File: src/rtl/pipelined_block_adder_pkg.sv
// Sizing helpers and shared types for the pipelined block-carry adder.
package pipelined_block_adder_pkg;

  typedef logic [7:0] stage_idx_t;

  function automatic int calc_block_num(input int width, input int block_width);
    return width / block_width;
  endfunction

  function automatic int calc_stages(input int width, input int block_width, input int bps);
    return (calc_block_num(width, block_width) + bps - 1) / bps;
  endfunction

  // Exclusive upper block index handled by a stage; the last stage may be partial.
  function automatic int stage_hi_blk(input int stage, input int bps, input int block_num);
    return ((stage + 1) * bps > block_num) ? block_num : (stage + 1) * bps;
  endfunction

  function automatic bit params_ok(input int width, input int block_width, input int bps);
    return (block_width > 0) && (bps >= 1) && (width >= block_width) &&
           ((width % block_width) == 0);
  endfunction

endpackage

File: src/rtl/pipe_adder_stage.sv
// One pipeline stage: resolves its slice of blocks with p_all/g_all carry anticipation
// and registers operands, partial sum, carry and valid. Optional ADDER_OVF_EN overflow bit.
module pipe_adder_stage
  import pipelined_block_adder_pkg::*;
#(
  parameter int         WIDTH            = 32,
  parameter int         BLOCK_WIDTH      = 4,
  parameter int         BLOCKS_PER_STAGE = 2,
  parameter stage_idx_t STAGE            = '0
) (
  input  logic             clk,
  input  logic             rst,
  input  logic             load,
  input  logic             prev_valid,
  input  logic [WIDTH-1:0] prev_a,
  input  logic [WIDTH-1:0] prev_b,
  input  logic [WIDTH-1:0] prev_sum,
  input  logic             prev_carry,
  output logic             valid,
  output logic [WIDTH-1:0] a,
  output logic [WIDTH-1:0] b,
  output logic [WIDTH-1:0] sum,
  output logic             carry
`ifdef ADDER_OVF_EN
  ,
  output logic             ovf
`endif
);

  localparam int BLOCK_NUM = calc_block_num(WIDTH, BLOCK_WIDTH);
  localparam int LO_BLK    = int'(STAGE) * BLOCKS_PER_STAGE;
  localparam int HI_BLK    = stage_hi_blk(int'(STAGE), BLOCKS_PER_STAGE, BLOCK_NUM);

  logic [WIDTH-1:0] sum_nxt;
  logic             carry_nxt;
  logic             p_all, g_all, bit_c, p, g;
`ifdef ADDER_OVF_EN
  logic             msb_cin;
`endif

  always_comb begin
    sum_nxt   = prev_sum;
    carry_nxt = prev_carry;
    p_all     = 1'b1;
    g_all     = 1'b0;
    bit_c     = 1'b0;
    p         = 1'b0;
    g         = 1'b0;
`ifdef ADDER_OVF_EN
    msb_cin   = 1'b0;
`endif
    for (int blk = LO_BLK; blk < HI_BLK; blk++) begin
      p_all = 1'b1;
      g_all = 1'b0;
      bit_c = carry_nxt;
      for (int j = 0; j < BLOCK_WIDTH; j++) begin
        p = prev_a[blk*BLOCK_WIDTH+j] ^ prev_b[blk*BLOCK_WIDTH+j];
        g = prev_a[blk*BLOCK_WIDTH+j] & prev_b[blk*BLOCK_WIDTH+j];
        sum_nxt[blk*BLOCK_WIDTH+j] = p ^ bit_c;
`ifdef ADDER_OVF_EN
        if (blk * BLOCK_WIDTH + j == WIDTH - 1) msb_cin = bit_c;
`endif
        bit_c = g | (p & bit_c);
        g_all = g | (p & g_all);
        p_all = p_all & p;
      end
      // Block carry-out comes from the anticipation terms, not the ripple.
      carry_nxt = g_all | (p_all & carry_nxt);
    end
  end

  always_ff @(posedge clk) begin
    if (rst) begin
      valid <= 1'b0;
      a     <= '0;
      b     <= '0;
      sum   <= '0;
      carry <= 1'b0;
`ifdef ADDER_OVF_EN
      ovf   <= 1'b0;
`endif
    end else if (load) begin
      valid <= prev_valid;
      a     <= prev_a;
      b     <= prev_b;
      sum   <= sum_nxt;
      carry <= carry_nxt;
`ifdef ADDER_OVF_EN
      ovf   <= msb_cin ^ carry_nxt;
`endif
    end
  end

endmodule

File: src/rtl/pipelined_block_adder.sv
// Pipelined block-carry adder/subtractor with valid/ready handshake and skewed stages.
// Define ADDER_OVF_EN to add the signed-overflow output out_ovf.
module pipelined_block_adder
  import pipelined_block_adder_pkg::*;
#(
  parameter int WIDTH            = 32,
  parameter int BLOCK_WIDTH      = 4,
  parameter int BLOCKS_PER_STAGE = 2
) (
  input  logic             clk,
  input  logic             rst,
  input  logic             in_valid,
  output logic             in_ready,
  input  logic [WIDTH-1:0] in_a,
  input  logic [WIDTH-1:0] in_b,
  input  logic             in_cin,
  input  logic             in_sub,
  output logic             out_valid,
  input  logic             out_ready,
  output logic [WIDTH-1:0] out_sum,
  output logic             out_cout
`ifdef ADDER_OVF_EN
  ,
  output logic             out_ovf
`endif
);

  localparam int STAGES = calc_stages(WIDTH, BLOCK_WIDTH, BLOCKS_PER_STAGE);

  if (!params_ok(WIDTH, BLOCK_WIDTH, BLOCKS_PER_STAGE)) begin : g_param_check
    $error("pipelined_block_adder: WIDTH must be a multiple of BLOCK_WIDTH and BLOCKS_PER_STAGE >= 1");
  end

  // Index 0 is the operand port; index k+1 is the register output of stage k.
  logic [STAGES:0]  valid_c;
  logic [STAGES:0]  carry_c;
  logic [STAGES:0]  rdy;
  logic [WIDTH-1:0] a_c   [STAGES+1];
  logic [WIDTH-1:0] b_c   [STAGES+1];
  logic [WIDTH-1:0] sum_c [STAGES+1];
`ifdef ADDER_OVF_EN
  logic [STAGES-1:0] ovf_c;
`endif

  assign valid_c[0] = in_valid;
  assign a_c[0]     = in_a;
  assign b_c[0]     = in_sub ? ~in_b : in_b;
  assign carry_c[0] = in_sub | in_cin;
  assign sum_c[0]   = '0;

  // Ready ripples back from the output; a stage with no valid beat is always free.
  always_comb begin
    rdy[STAGES] = out_ready;
    for (int k = STAGES - 1; k >= 0; k--) begin
      rdy[k] = !valid_c[k+1] | rdy[k+1];
    end
  end

  assign in_ready = rdy[0] | rst;

  for (genvar k = 0; k < STAGES; k++) begin : g_stage
    pipe_adder_stage #(
      .WIDTH            (WIDTH),
      .BLOCK_WIDTH      (BLOCK_WIDTH),
      .BLOCKS_PER_STAGE (BLOCKS_PER_STAGE),
      .STAGE            (stage_idx_t'(k))
    ) u_stage (
      .clk        (clk),
      .rst        (rst),
      .load       (rdy[k]),
      .prev_valid (valid_c[k]),
      .prev_a     (a_c[k]),
      .prev_b     (b_c[k]),
      .prev_sum   (sum_c[k]),
      .prev_carry (carry_c[k]),
      .valid      (valid_c[k+1]),
      .a          (a_c[k+1]),
      .b          (b_c[k+1]),
      .sum        (sum_c[k+1]),
      .carry      (carry_c[k+1])
`ifdef ADDER_OVF_EN
      ,
      .ovf        (ovf_c[k])
`endif
    );
  end

  assign out_valid = valid_c[STAGES];
  assign out_sum   = sum_c[STAGES];
  assign out_cout  = carry_c[STAGES];
`ifdef ADDER_OVF_EN
  assign out_ovf   = ovf_c[STAGES-1];
`endif

  // Operands are fully consumed by the last stage; earlier overflow bits are don't-care.
  logic unused_tail;
`ifdef ADDER_OVF_EN
  assign unused_tail = ^{a_c[STAGES], b_c[STAGES], ovf_c};
`else
  assign unused_tail = ^{a_c[STAGES], b_c[STAGES]};
`endif

endmodule

File: config.mk
export PLATFORM = sky130hd
export DESIGN_NAME = pipelined_block_adder
export DESIGN_NICKNAME = d
export VERILOG_FILES = /design/src/rtl/pipelined_block_adder_pkg.sv /design/src/rtl/pipe_adder_stage.sv /design/src/rtl/pipelined_block_adder.sv
export SDC_FILE = /design/constraint.sdc
export NUM_CORES = 1
export LEC_CHECK = 0
export ABC_CLOCK_PERIOD_IN_PS = 10410
export CORE_MARGIN = 5
export CORE_UTILIZATION = 50
export CTS_CLUSTER_DIAMETER = 80
export DETAILED_ROUTE_END_ITERATION = 8
export PLACE_DENSITY = 0.73
export SLEW_MARGIN = 20
export SYNTH_ARGS = -nofsm -noshare
export SYNTH_HDL_FRONTEND = slang
export SYNTH_SLANG_ARGS = --single-unit
File: constraint.sdc
create_clock -name clk -period 10.41 [get_ports clk]
set_input_delay 2.082 -clock clk [delete_from_list [all_inputs] [get_ports clk]]
set_output_delay 2.082 -clock clk [all_outputs]
set_load 0.01 [all_outputs]
Yosys cells after proc, flatten, opt, wreduce, memory -nomap -nowiden. Cells that the tools add are included. Widths: inputs -> output; s select.

Logic and storage cells: 262. Input bits: 70. Register bits: 280.

Mux-type cells: 1. Reductions and logical operators: 4. Bitwise operators: 239.

Operators with widths (number): $and 1x1->1 (112); $xor 1x1->1 (64); $or 1x1->1 (62); $mux 32 (1); $not 32->32 (1); $logic_not 1->1 (4).

Depth between registers and ports, before layout. Gate-level depths: netlist (run 1).

Word-level depth: 17. Depth in mapped cells: 13. Mapped depth without buffers: 11.

Cells and area by module. A second synthesis (run 1) with hierarchy kept.

Cells, all modules: 1436. Area, all modules: 15876.5 um2.

Modules (own cells, without submodules): pipe_adder_stage at g_stage[0].u_stage ... (cells each 348, area each 3873.7 um2, times used 3); pipe_adder_stage at g_stage[3].u_stage (cells each 347, area each 3854.9 um2, times used 1); pipelined_block_adder (cells each 45, area each 400.4 um2, times used 1).

Worst setup path before layout (run 1). No wires, ideal clock.

Path type: input port to output port. From: input port out_ready. To: output port in_ready. Data required time: 8.328 ns. Path slack: 5.480 ns. Stages: 5. Arrival time: 2.848 ns. Path buffers: 2. Cells stage by stage: and4b_1 -> buf_2 -> and2_1 -> buf_2 -> nand2_1.

Cells in the longest elaborated chain, start to end: 5.

RTL lines: start, declared (RTL line pipelined_block_adder.sv:19) `input logic out_ready,`; $or 1x1->1 (4 in series) (RTL line pipelined_block_adder.sv:55) `rdy[k] = !valid_c[k+1] | rdy[k+1];`; $or 1x1->1 (RTL line pipelined_block_adder.sv:59) `assign in_ready = rdy[0] | rst;`; end, declared (RTL line pipelined_block_adder.sv:13) `output logic in_ready,`.

No other way between the ends.

Worst setup path after layout (run 1). Same ends and word-level chain as after synthesis.

==> results of run 1 <==
[worst max path at each step]
stage	start	endpoint	slack, ps	cells past startpoint
2_1_floorplan	out_ready	in_ready	5480	5
3_3_place_gp	out_ready	in_ready	4260	6
3_5_place_dp	out_ready	in_ready	4210	6
4_1_cts	out_ready	in_ready	4190	6
5_1_grt	out_ready	in_ready	4090	6
6_report	out_ready	in_ready	4230	6
[logic make-up (layout without fill, tap and decap cells)]
family | after synthesis | in the layout | synth area share
compound gates | 211 | 211 | 0.165
xor+xnor | 40 | 40 | 0.0440
fa+ha+maj | 56 | 56 | 0.111
buf+inv | 92 | 167 | 0.0504
flops | 184 | 184 | 0.463
simple gates | 345 | 345 | 0.167
[stage by stage]
stage	setup slack, ps	std cells	cell area [sq um]
after floorplan	5480	928	7960
after global placement	4260	1193	9040
after detailed placement	4210	1193	9050
after CTS	4190	1219	9580
after global routing	4090	1219	9580
final	4230	1219	9580
[state kept, by name, indices dropped and copies added, names as in the netlist]
register and count:
g_stage.u_stage.a 48, g_stage.u_stage.b 48, g_stage.u_stage.carry 4, g_stage.u_stage.sum 80, g_stage.u_stage.valid 4
[report_power, final]
part	total [W]	internal [W]	switching, W
Combinational	0.000166	0.0000876	0.0000787
Sequential	0.000780	0.000750	0.0000295
Clock	0.000595	0.000351	0.000245
Total	0.00154	0.00119	0.000353
[metal layers]
metal / track usage / part of all wire
met1: 0.267 / 0.48
met2: 0.278 / 0.45
met3: 0.0340 / 0.057
met4: 0.0610 / 0.013
met5: 0 / 0
[worst reg2reg max path: stages, from the launching register on]
cell and delay, ps:
dfxtp_1 330, ha_1 290, a21o_1 180, a21oi_1 160, o21a_1 160, inv_1 50
fa_1 380, fa_1 390, fa_1 390, xnor2_1 140, a211oi_1 210
[cells in the mapped netlist (2+ instances only)]
cell	instances	area share
a21o_1	4	0.0038
clkbuf_1	27	0.013
buf_2	24	0.015
o211ai_1	2	0.0019
inv_1	29	0.014
fa_1	24	0.060
buf_1	6	0.0028
buf_4	5	0.0047
a211oi_1	17	0.016
nand3_1	3	0.0019
xor2_1	9	0.0099
nand2_1	281	0.13
ha_1	32	0.050
dfxtp_1	184	0.46
nor2b_1	2	0.0016
o21ai_0	6	0.0038
a21oi_1	151	0.095
nor2_1	51	0.024
a211oi_2	23	0.036
xnor2_1	31	0.034
o31ai_1	2	0.0019
[layout make-up]
cell class	instances	area share
clock buffers	21	0.0470
clock inverters	5	0.00810
inverters	29	0.0114
multi-input cells	652	0.406
flip-flops and latches	184	0.385
well taps	216	0.0282
repair buffers	112	0.115
==> results.md, run 1 <==
* Status: finished, final reports clean
* Most used DFF post-synth: dfxtp_1
* Worst vdd ir at 0.121 mV
* Number of slew-limit violations in the final report at 0
* Post-detail-place hpwl at 11400 um
* Yosys warns at 0
* Total die area at 18500 sq um
* Die extent in y at approximately 140 um
* WL per Instance at around 14 um
* Clock edge transition at the registers on the reported setup and hold paths at 60 ps
* H-tree Lvls at 4
* Global-route wire length before repair at approximately 28000 um
* Worst R2R Start: g_stage[0].u_stage.a[8]$_SDFFE_PP0P_
* Share of synthesized registers carrying an async set or reset at 0
* Slack of the worst reg-to-reg path at 7650 ps
* Post-synthesis to final-layout area growth at 20.3%
* Worst hold stages at 2
* Worst hold path endpoint: g_stage[3].u_stage.sum[22]$_SDFFE_PP0P_
* Post-CTS Repair Setup Buffers at 0
* Critical path, cell by cell: clkdlybuf4s50_1 -> and4b_2 -> buf_4 -> and2_1 -> nand2_1 -> clkdlybuf4s50_1
* TritonCTS clock tree: built
* TNS Setup at 0 ps
* Total number of vias at 6085
* Ant. Diodes at 0
* Count of buffers inserted at the top-level ports at 104
* CTS Buffer Depth at 2
* Hold path startpoint: g_stage[3].u_stage.sum[22]$_SDFFE_PP0P_
* Number of vias per cell at 4.99
* Die span in x at 136 um
* Synthesized Nets at 1054
* Number of gates resized after CTS at 0
* Final Wtd Congestion at 0.791
* Highest fanout seen on the critical path at 50
* Family with the most delay on the worst path: buffers and inverters
* Io pins at 105
* Antenna violation net count after detailed routing at 0
* DR DRC count at 0
* Critical path's slowest cell: clkdlybuf4s50_1
* Clock tree sinks at 184
* Aggregate routed wire length at 16500 um
* Post-synthesis instance total at 928
* Final hold violations at 0
* Worst EP arrival at 4100 ps
* Endpoint kind of the worst setup timing path: output pin
* Transition at the pin with the smallest max-transition slack at ~1000 ps
* Clock root buffer master: clkbuf_16
* Highest Clock Rate at 0.162 GHz
* Number of flip-flops and latches in the synthesized netlist at 184
* Std cell rows at 46
* Detailed router's first-iteration violation count at 333
* Post-layout util at 0.607
* Hold_ws at 449 ps
* Netlist Area Pre-Place at between 7000 and 8000 sq um
* Most frequent cells in the layout: nand2_1 (281), dfxtp_1 (184), a21oi_1 (151), clkdlybuf4s50_1 (102), nor2_1 (51)
* Sequential element share of the synthesized area at 0.463
* Register Area at 3680 sq um
* Number of buffers added to fix hold violations after cts at 0
* Power per Cell Area at 161 nW/um^2
* Final critical-path required period at 6180 ps
* Endpoint of the worst register-to-register path: g_stage[1].u_stage.sum[15]$_SDFFE_PP0P_
* Worst EP required at 8330 ps
* TritonCTS Buffers at 17
* CORE AREA at 15800 sq um
* Kind of critical path: input pin to output pin
* Number of distinct library cells after synthesis at 36
* Number of nets in the layout at roughly 1100
* Share of post-route cells with drive strength above 1 at 0.0588
* Starting utilization of the core area at 0.505
* Synthesized area divided by synthesized cell count at between 8 and 9 sq um
* Headroom to the max-slew limit at 0.335
* Number of maximum-capacitance constraint violations at 0
* Clock latency on the worst-skew pair at 430 ps
* Final setup skew at 11.7 ps
* Residual overflow from global routing at 0
* Commonest non-fill, non-tap cell in the layout: nand2_1
* Cell depth of the worst flop-to-flop path at 10
* Pre-antenna DRT Iters at 5
* Cell occurring most often along the worst timing path: clkdlybuf4s50_1
* Critical Path Max Stage Delay at 480 ps
* Leakage power total at 3.86 nW
* Fill count at about 1500
* Antenna violations before repair at 0
* Worst path buffer plus inverter count at 3
* Number of global-route vias before repair at 5673
* Multi-input gate area in the final layout at 3890 sq um
* Final setup vio count at 0
* Type of origin of the critical path: input pin
* Overall routing resource usage at 0.185
* Final worst path period share at 0.594
* Number of synthesized flops with an enable pin at 0
* RSZ-0062 raised after global routing: false
* Total power draw at about 0.0015 W
* Largest net degree at the start of global routing at between 90 and 100
* Worst min-delay path class: register to register
Note: power is estimated with default switching activity, not from simulation.
==> inputs of run 2 (changes only) <==
--- a/config.mk
+++ b/config.mk
@@ -5,12 +5,12 @@
 export SDC_FILE = /design/constraint.sdc
 export NUM_CORES = 1
 export LEC_CHECK = 0
-export ABC_CLOCK_PERIOD_IN_PS = 10410
+export ABC_CLOCK_PERIOD_IN_PS = 5400
 export CORE_MARGIN = 5
 export CORE_UTILIZATION = 50
 export CTS_CLUSTER_DIAMETER = 80
 export DETAILED_ROUTE_END_ITERATION = 8
-export PLACE_DENSITY = 0.73
+export PLACE_DENSITY = 0.76
 export SLEW_MARGIN = 20
 export SYNTH_ARGS = -nofsm -noshare
 export SYNTH_HDL_FRONTEND = slang
==> constraint.sdc (replaced) <==
create_clock -name clk -period 5.4 [get_ports clk]
set_input_delay 1.08 -clock clk [delete_from_list [all_inputs] [get_ports clk]]
set_output_delay 1.08 -clock clk [all_outputs]
set_load 0.01 [all_outputs]
==> run 2 against run 1 <==
Compared with the run above: clock-buffer cell count down 3; clock power up 120%; register-to-register slack got worse by 5000 ps; die area unchanged; worst hold slack barely moved; final area up 0.98%; critical path type unchanged; final cell count is 0.66% higher; setup slack worse by 2600 ps; first-iteration DRC count is 27% higher; routed wire length rose by 3.7%; power rose by 100%.
==> results.md, run 2 (synthesis results as in run 1) <==
* Status: finished, final reports clean
* Worst min-delay path class: register to register
* Number of buffers added to fix hold violations after cts at 0 (unchanged)
* Hold_ws at 449 ps (+0.0600 ps)
* Std cell rows at 46 (unchanged)
* Final critical-path required period at between 3000 and 4000 ps
* Global-route wire length before repair at 28700 um (+3.8%)
* Transition at the pin with the smallest max-transition slack at 1010 ps (+12.4 ps)
* Most frequent cells in the layout: nand2_1 (281), dfxtp_1 (184), a21oi_1 (151), clkdlybuf4s50_1 (102), nor2_1 (51)
* Area post-placement at 9060 sq um (+0.11%)
* Clock latency on the worst-skew pair at 430 ps (about the same)
* Worst hold stages at 2 (unchanged)
* Aggregate routed wire length at 17100 um (+3.7%)
* Die span in x at 136 um (unchanged)
* Commonest non-fill, non-tap cell in the layout: nand2_1
* Kind of critical path: input pin to output pin
* Highest Clock Rate at 0.264 GHz
* Number of maximum-capacitance constraint violations at 0 (unchanged)
* TritonCTS clock tree: built
* Power per Cell Area at 321 nW/um^2 (+100%)
* Antenna violations before repair at 0 (unchanged)
* Clock edge transition at the registers on the reported setup and hold paths at 70 ps (about the same)
* Final Wtd Congestion at 0.831 (+5.0%)
* Total number of vias at 6187 (+1.7%)
* Overall routing resource usage at 0.191 (+0.00613)
* Largest registers: g_stage.u_stage.sum: 80 flops, g_stage.u_stage.a: 48 flops, g_stage.u_stage.b: 48 flops
* Post-layout util at 0.613 (+0.00595)
* DR DRC count at 0 (unchanged)
* Fill count at 1393 (-4.2%)
* Die extent in y at 136 um (unchanged)
* Post-detail-place hpwl at 11600 um (+2.2%)
* Final setup skew at 11.3 ps (-0.400 ps)
* Final hold violations at 0 (unchanged)
* Largest net degree at the start of global routing at 87 (-5.4%)
* Critical path, cell by cell: clkdlybuf4s50_1 -> and4b_2 -> and2_1 -> nand2_1 -> clkdlybuf4s50_1
* Leakage power total at 3.90 nW (+1.1%)
* Count of buffers inserted at the top-level ports at 104 (unchanged)
* Type of origin of the critical path: input pin
* Clock root buffer master: clkbuf_16
* Io pins at 105 (unchanged)
* Endpoint kind of the worst setup timing path: output pin
* Residual overflow from global routing at 0 (unchanged)
* Number of nets in the layout at 1124 (+0.18%)
* Ant. Diodes at 0 (unchanged)
* Highest fanout seen on the critical path at 4 (-92%)
* Cell depth of the worst flop-to-flop path at 10 (unchanged)
* H-tree Lvls at 4 (unchanged)
* RSZ-0062 raised after global routing: false
* TritonCTS Buffers at 17 (unchanged)
* Pre-antenna DRT Iters at 5 (unchanged)
* Total die area at 18500 sq um (unchanged)
* CTS Buffer Depth at 2 (unchanged)
* Number of slew-limit violations in the final report at 0 (unchanged)
* Flip-flop count of the largest register after layout at 80 (unchanged)
* TNS Setup at 0 ps (unchanged)
* Cell occurring most often along the worst timing path: clkdlybuf4s50_1
* Post-synthesis to final-layout area growth at 21.5%
* Critical path's slowest cell: clkdlybuf4s50_1
* Final setup vio count at 0 (unchanged)
* Detailed router's first-iteration violation count at 422 (+27%)
* Number of global-route vias before repair at 5954 (+5.0%)
* Antenna violation net count after detailed routing at 0 (unchanged)
* Share of post-route cells with drive strength above 1 at 0.0682 (+0.00943)
* Number of gates resized after CTS at 0 (unchanged)
* Worst EP arrival at 2700 ps (-1400 ps)
* CORE AREA at 15800 sq um (unchanged)
* Worst vdd ir at 0.203 mV (+68%)
* Clock tree sinks at 184 (unchanged)
* Critical Path Max Stage Delay at 540 ps (+60 ps)
* Largest Register: g_stage.u_stage.sum
* Starting utilization of the core area at 0.505 (unchanged)
* Final worst path period share at 0.701
* Headroom to the max-slew limit at 0.326 (-0.00828)
* WL per Instance at 13.9 um (+3.0%)
* Post-CTS Repair Setup Buffers at 0 (unchanged)
* Worst EP required at 4320 ps (-4010 ps)
* Design Area, Final at 9670 sq um (+0.98%)
* Number of vias per cell at 5.04 (+1.0%)
run 2: area by class of cell:
type	instances	area [sq um]	share of cell area
clock inverters	14	183	0.0189
clock buffers	18	429	0.0444
repair buffers	114	1110	0.115
well taps	216	270	0.0279
multi-input cells	652	3880	0.402
inverters	29	109	0.0113
flip-flops and latches	184	3680	0.381
run 2: worst max-delay path, delay by kind of cell:
| family | cells | cell delay, ps |
|---|---|---|
| AND/OR/NAND/NOR | 3 | 540 |
| buffers and inverters | 2 | 1080 |
run 2: final timing paths:
| check | from | endpoint | slack (ps) |
|---|---|---|---|
| max | out_ready | in_ready | 1620 |
| min | g_stage[3].u_stage.sum[21]$_SDFFE_PP0P_ | g_stage[3].u_stage.sum[21]$_SDFFE_PP0P_ | 450 |
| max reg2reg | g_stage[0].u_stage.a[8]$_SDFFE_PP0P_ | g_stage[1].u_stage.sum[15]$_SDFFE_PP0P_ | 2630 |
| min reg2reg | g_stage[3].u_stage.sum[21]$_SDFFE_PP0P_ | g_stage[3].u_stage.sum[21]$_SDFFE_PP0P_ | 450 |
run 2: metrics by stage:
step,cells,setup WS (ps),total power (W)
after floorplan,928,1680,0.00172
after global placement,1195,1500,0.00184
after detailed placement,1195,1460,0.00185
after CTS,1227,1610,0.00313
after global routing,1227,1540,0.00324
final,1227,1620,0.00311
run 2: routing by layer:
metal / part of all wire / routed length [um] / vias to the layer above / track usage
met2: 0.46 / 7910 / 130 / 0.307
met4: 0.016 / 272 / 0 / 0.0594
met3: 0.042 / 719 / 20 / 0.0322
met1: 0.48 / 8210 / 2862 / 0.263
li1: - / - / 3175 / -
met5: 0 / 0 / - / 0
run 2: power by group:
group	internal [W]	total, W	switching, W
Clock	0.000740	0.00128	0.000543
Sequential	0.00145	0.00150	0.0000584
Combinational	0.000168	0.000321	0.000152
Total	0.00235	0.00311	0.000754
==> inputs of run 3 (changes only) <==
--- a/config.mk
+++ b/config.mk
@@ -5,12 +5,12 @@
 export SDC_FILE = /design/constraint.sdc
 export NUM_CORES = 1
 export LEC_CHECK = 0
-export ABC_CLOCK_PERIOD_IN_PS = 5400
+export ABC_CLOCK_PERIOD_IN_PS = 3500
 export CORE_MARGIN = 5
 export CORE_UTILIZATION = 50
 export CTS_CLUSTER_DIAMETER = 80
 export DETAILED_ROUTE_END_ITERATION = 8
-export PLACE_DENSITY = 0.76
+export PLACE_DENSITY = 0.73
 export SLEW_MARGIN = 20
 export SYNTH_ARGS = -nofsm -noshare
 export SYNTH_HDL_FRONTEND = slang
==> constraint.sdc (replaced) <==
create_clock -name clk -period 3.5 [get_ports clk]
set_input_delay 0.7 -clock clk [delete_from_list [all_inputs] [get_ports clk]]
set_output_delay 0.7 -clock clk [all_outputs]
set_load 0.01 [all_outputs]
==> run 3 against run 2 <==
Compared with the run above: register-to-register slack lost 2000 ps; setup slack got worse by 1200 ps; clock power rose by 51%; via count fell by 1.2%; first-iteration DRC count increased by 1.4%; non-clock buffer count is 1 higher; worst hold slack got worse by 1.1 ps; highest routed layer unchanged.
==> results.md, run 3 (synthesis results as in run 1) <==
* Largest registers: g_stage.u_stage.sum: 80 flops, g_stage.u_stage.a: 48 flops, g_stage.u_stage.b: 48 flops
* Clock edge transition at the registers on the reported setup and hold paths at 60 ps (about the same)
* Final worst path period share at 0.895
* Number of gates resized after CTS at 0 (unchanged)
* Worst R2R Start: g_stage[0].u_stage.a[8]$_SDFFE_PP0P_
* Slack of the worst reg-to-reg path at 660 ps (-1970 ps)
* Type of origin of the critical path: input pin
* Worst setup path end: g_stage[0].u_stage.sum[7]$_SDFFE_PP0P_
* Endpoint kind of the worst setup timing path: register
* Post-synthesis to final-layout area growth at 21.7%
* Number of nets in the layout at 1125 (+0.089%)
* CTS Buffer Depth at 2 (unchanged)
* Pre-CTS setup slack at -88.9 ps (-1550 ps)
* TritonCTS Buffers at 17 (unchanged)
* Residual overflow from global routing at 0 (unchanged)
* Transition at the pin with the smallest max-transition slack at 852 ps (-159 ps)
* Number of maximum-capacitance constraint violations at 0 (unchanged)
* Ant. Diodes at 0 (unchanged)
* Pre-antenna DRT Iters at 5 (unchanged)
* Final Wtd Congestion at 0.793 (-4.6%)
* Power share of the clock group at 0.407 (-0.006)
* Number of buffers added to fix hold violations after cts at 0 (unchanged)
* Highest Clock Rate at 0.319 GHz
* Clock tree sinks at 184 (unchanged)
* Leakage power total at 3.91 nW (+0.34%)
* Switching share of total power at 0.229 (-0.0137)
* Total die area at 18500 sq um (unchanged)
* Number of cells in the design after placement at 1196 (+0.084%)
* CORE AREA at 15800 sq um (unchanged)
* Endpoint of the worst register-to-register path: g_stage[1].u_stage.sum[15]$_SDFFE_PP0P_
* Most frequent cells in the layout: nand2_1 (281), dfxtp_1 (184), a21oi_1 (151), clkdlybuf4s50_1 (102), nor2_1 (51)
* Antenna violation net count after detailed routing at 0 (unchanged)
* Final hold violations at 0 (unchanged)
* Highest fanout seen on the critical path at 2 (-2)
* Worst vdd ir at 0.342 mV (+69%)
* Cell depth of the worst flop-to-flop path at 10 (unchanged)
* Overall routing resource usage at 0.188 (-0.00223)
* Number of slew-limit violations in the final report at 0 (unchanged)
* Setup slack after layout at 366 ps (-1250 ps)
* H-tree Lvls at 4 (unchanged)
* Kind of critical path: input pin to register
* Power per Cell Area at 490 nW/um^2 (+53%)
* Number of vias per cell at 4.99 (-1.1%)
* Worst min-delay path class: register to register
* DR DRC count at 0 (unchanged)
* Post-detail-place hpwl at 11100 um (-4.7%)
* Final setup vio count at 0 (unchanged)
* Power share of the sequential group at 0.487 (+0.003)
* RSZ-0062 raised after global routing: false
* WL per Instance at 13.6 um (-2.4%)
* Final critical-path required period at approximately 3100 ps
* Io pins at 105 (unchanged)
* Hold_ws at 448 ps (-1.13 ps)
* Clock latency on the worst-skew pair at 430 ps (about the same)
* Psw at 0.00109 W (+44%)
* Logic pwr share at 0.106 (+0.003)
* Number of global-route vias before repair at 5885 (-1.2%)
* Total number of vias at 6111 (-1.2%)
* Std cell rows at 46 (unchanged)
* Largest net degree at the start of global routing at 184 (+110%)
* Worst EP required at 3850 ps (-470 ps)
* Die span in x at 136 um (unchanged)
* Aggregate routed wire length at 16700 um (-2.5%)
* Post-CTS Repair Setup Buffers at 0 (unchanged)
* Starting utilization of the core area at 0.505 (unchanged)
* Largest Register: g_stage.u_stage.sum
* Status: finished, final reports clean
* Headroom to the max-slew limit at 0.432 (+0.106)
* Non-filler cells in the finished layout at 1225 (-0.16%)
* Commonest non-fill, non-tap cell in the layout: nand2_1
* Count of buffers inserted at the top-level ports at 104 (unchanged)
* Share of post-route cells with drive strength above 1 at 0.0654 (-0.00284)
* TritonCTS clock tree: built
* Antenna violations before repair at 0 (unchanged)
* Die extent in y at 136 um (unchanged)
* Flip-flop count of the largest register after layout at 80 (unchanged)
* CP startpoint: in_b[1]
* Final setup skew at 6.88 ps (-4.40 ps)
* Clock root buffer master: clkbuf_16
* Detailed router's first-iteration violation count at 428 (+1.4%)
* Worst EP arrival at 3480 ps (+780 ps)
* Global-route wire length before repair at 28300 um (-1.4%)
* Internal power at 0.00366 W (+56%)
-- run 3: stage by stage --
step,power (W),setup TNS [ps],instance area [sq um],util
after CTS,0.00479,0,9690,0.614
after global routing,0.00496,0,9690,0.614
final,0.00475,0,9690,0.614
after global placement,0.00285,-0.755,9090,0.577
after detailed placement,0.00286,-88.9,9090,0.577
after floorplan,0.00265,0,7960,-
-- run 3: worst min-delay path by stage --
stage | startpoint | to | slack, ps | cells after the start
3_3_place_gp | g_stage[2].u_stage.sum[13]$_SDFFE_PP0P_ | g_stage[2].u_stage.sum[13]$_SDFFE_PP0P_ | 440 | 2
6_report | g_stage[3].u_stage.sum[29]$_SDFFE_PP0P_ | g_stage[3].u_stage.sum[29]$_SDFFE_PP0P_ | 450 | 2
3_5_place_dp | g_stage[3].u_stage.sum[29]$_SDFFE_PP0P_ | g_stage[3].u_stage.sum[29]$_SDFFE_PP0P_ | 440 | 2
4_1_cts | g_stage[3].u_stage.sum[29]$_SDFFE_PP0P_ | g_stage[3].u_stage.sum[29]$_SDFFE_PP0P_ | 450 | 2
2_1_floorplan | g_stage[0].u_stage.a[16]$_SDFFE_PP0P_ | g_stage[0].u_stage.a[16]$_SDFFE_PP0P_ | 430 | 2
5_1_grt | g_stage[3].u_stage.sum[10]$_SDFFE_PP0P_ | g_stage[3].u_stage.sum[10]$_SDFFE_PP0P_ | 460 | 2
-- run 3: layout make-up --
class,instances,area (sq um)
inverter,29,109
multi-input combinational,652,3880
sequential,184,3680
clock inverter,7,120
clock buffer,22,474
timing repair buffer,115,1140
tap,216,270
fill,1447,6080
-- run 3: per-layer routing --
metal / global-route usage / routed length (um) / vias up
li1: - / - / 3186
met3: 0.0437 / 832 / 17
met2: 0.289 / 7440 / 136
met4: 0.0543 / 217 / 0
met5: 0 / 0 / -
met1: 0.267 / 8190 / 2772
-- run 3: critical path, cell delays in order --
cell and delay, ps:
clkdlybuf4s50_1 410, xor2_1 160, ha_1 310, o211ai_1 90, a21oi_1 180, nor2_1 90, fa_1 380, fa_1 390
fa_1 390, xnor2_1 170, nand2_1 70, a21oi_1 150
-- run 3: power by group through the flow --
stage | Combinational, W | Clock, W | Sequential (W)
after CTS | 0.000505 | 0.00197 | 0.00231
after global routing | 0.000566 | 0.00207 | 0.00233
after detailed placement | 0.000500 | 0 | 0.00236
after floorplan | 0.000308 | 0 | 0.00234
after global placement | 0.000492 | 0 | 0.00235
final | 0.000502 | 0.00193 | 0.00231
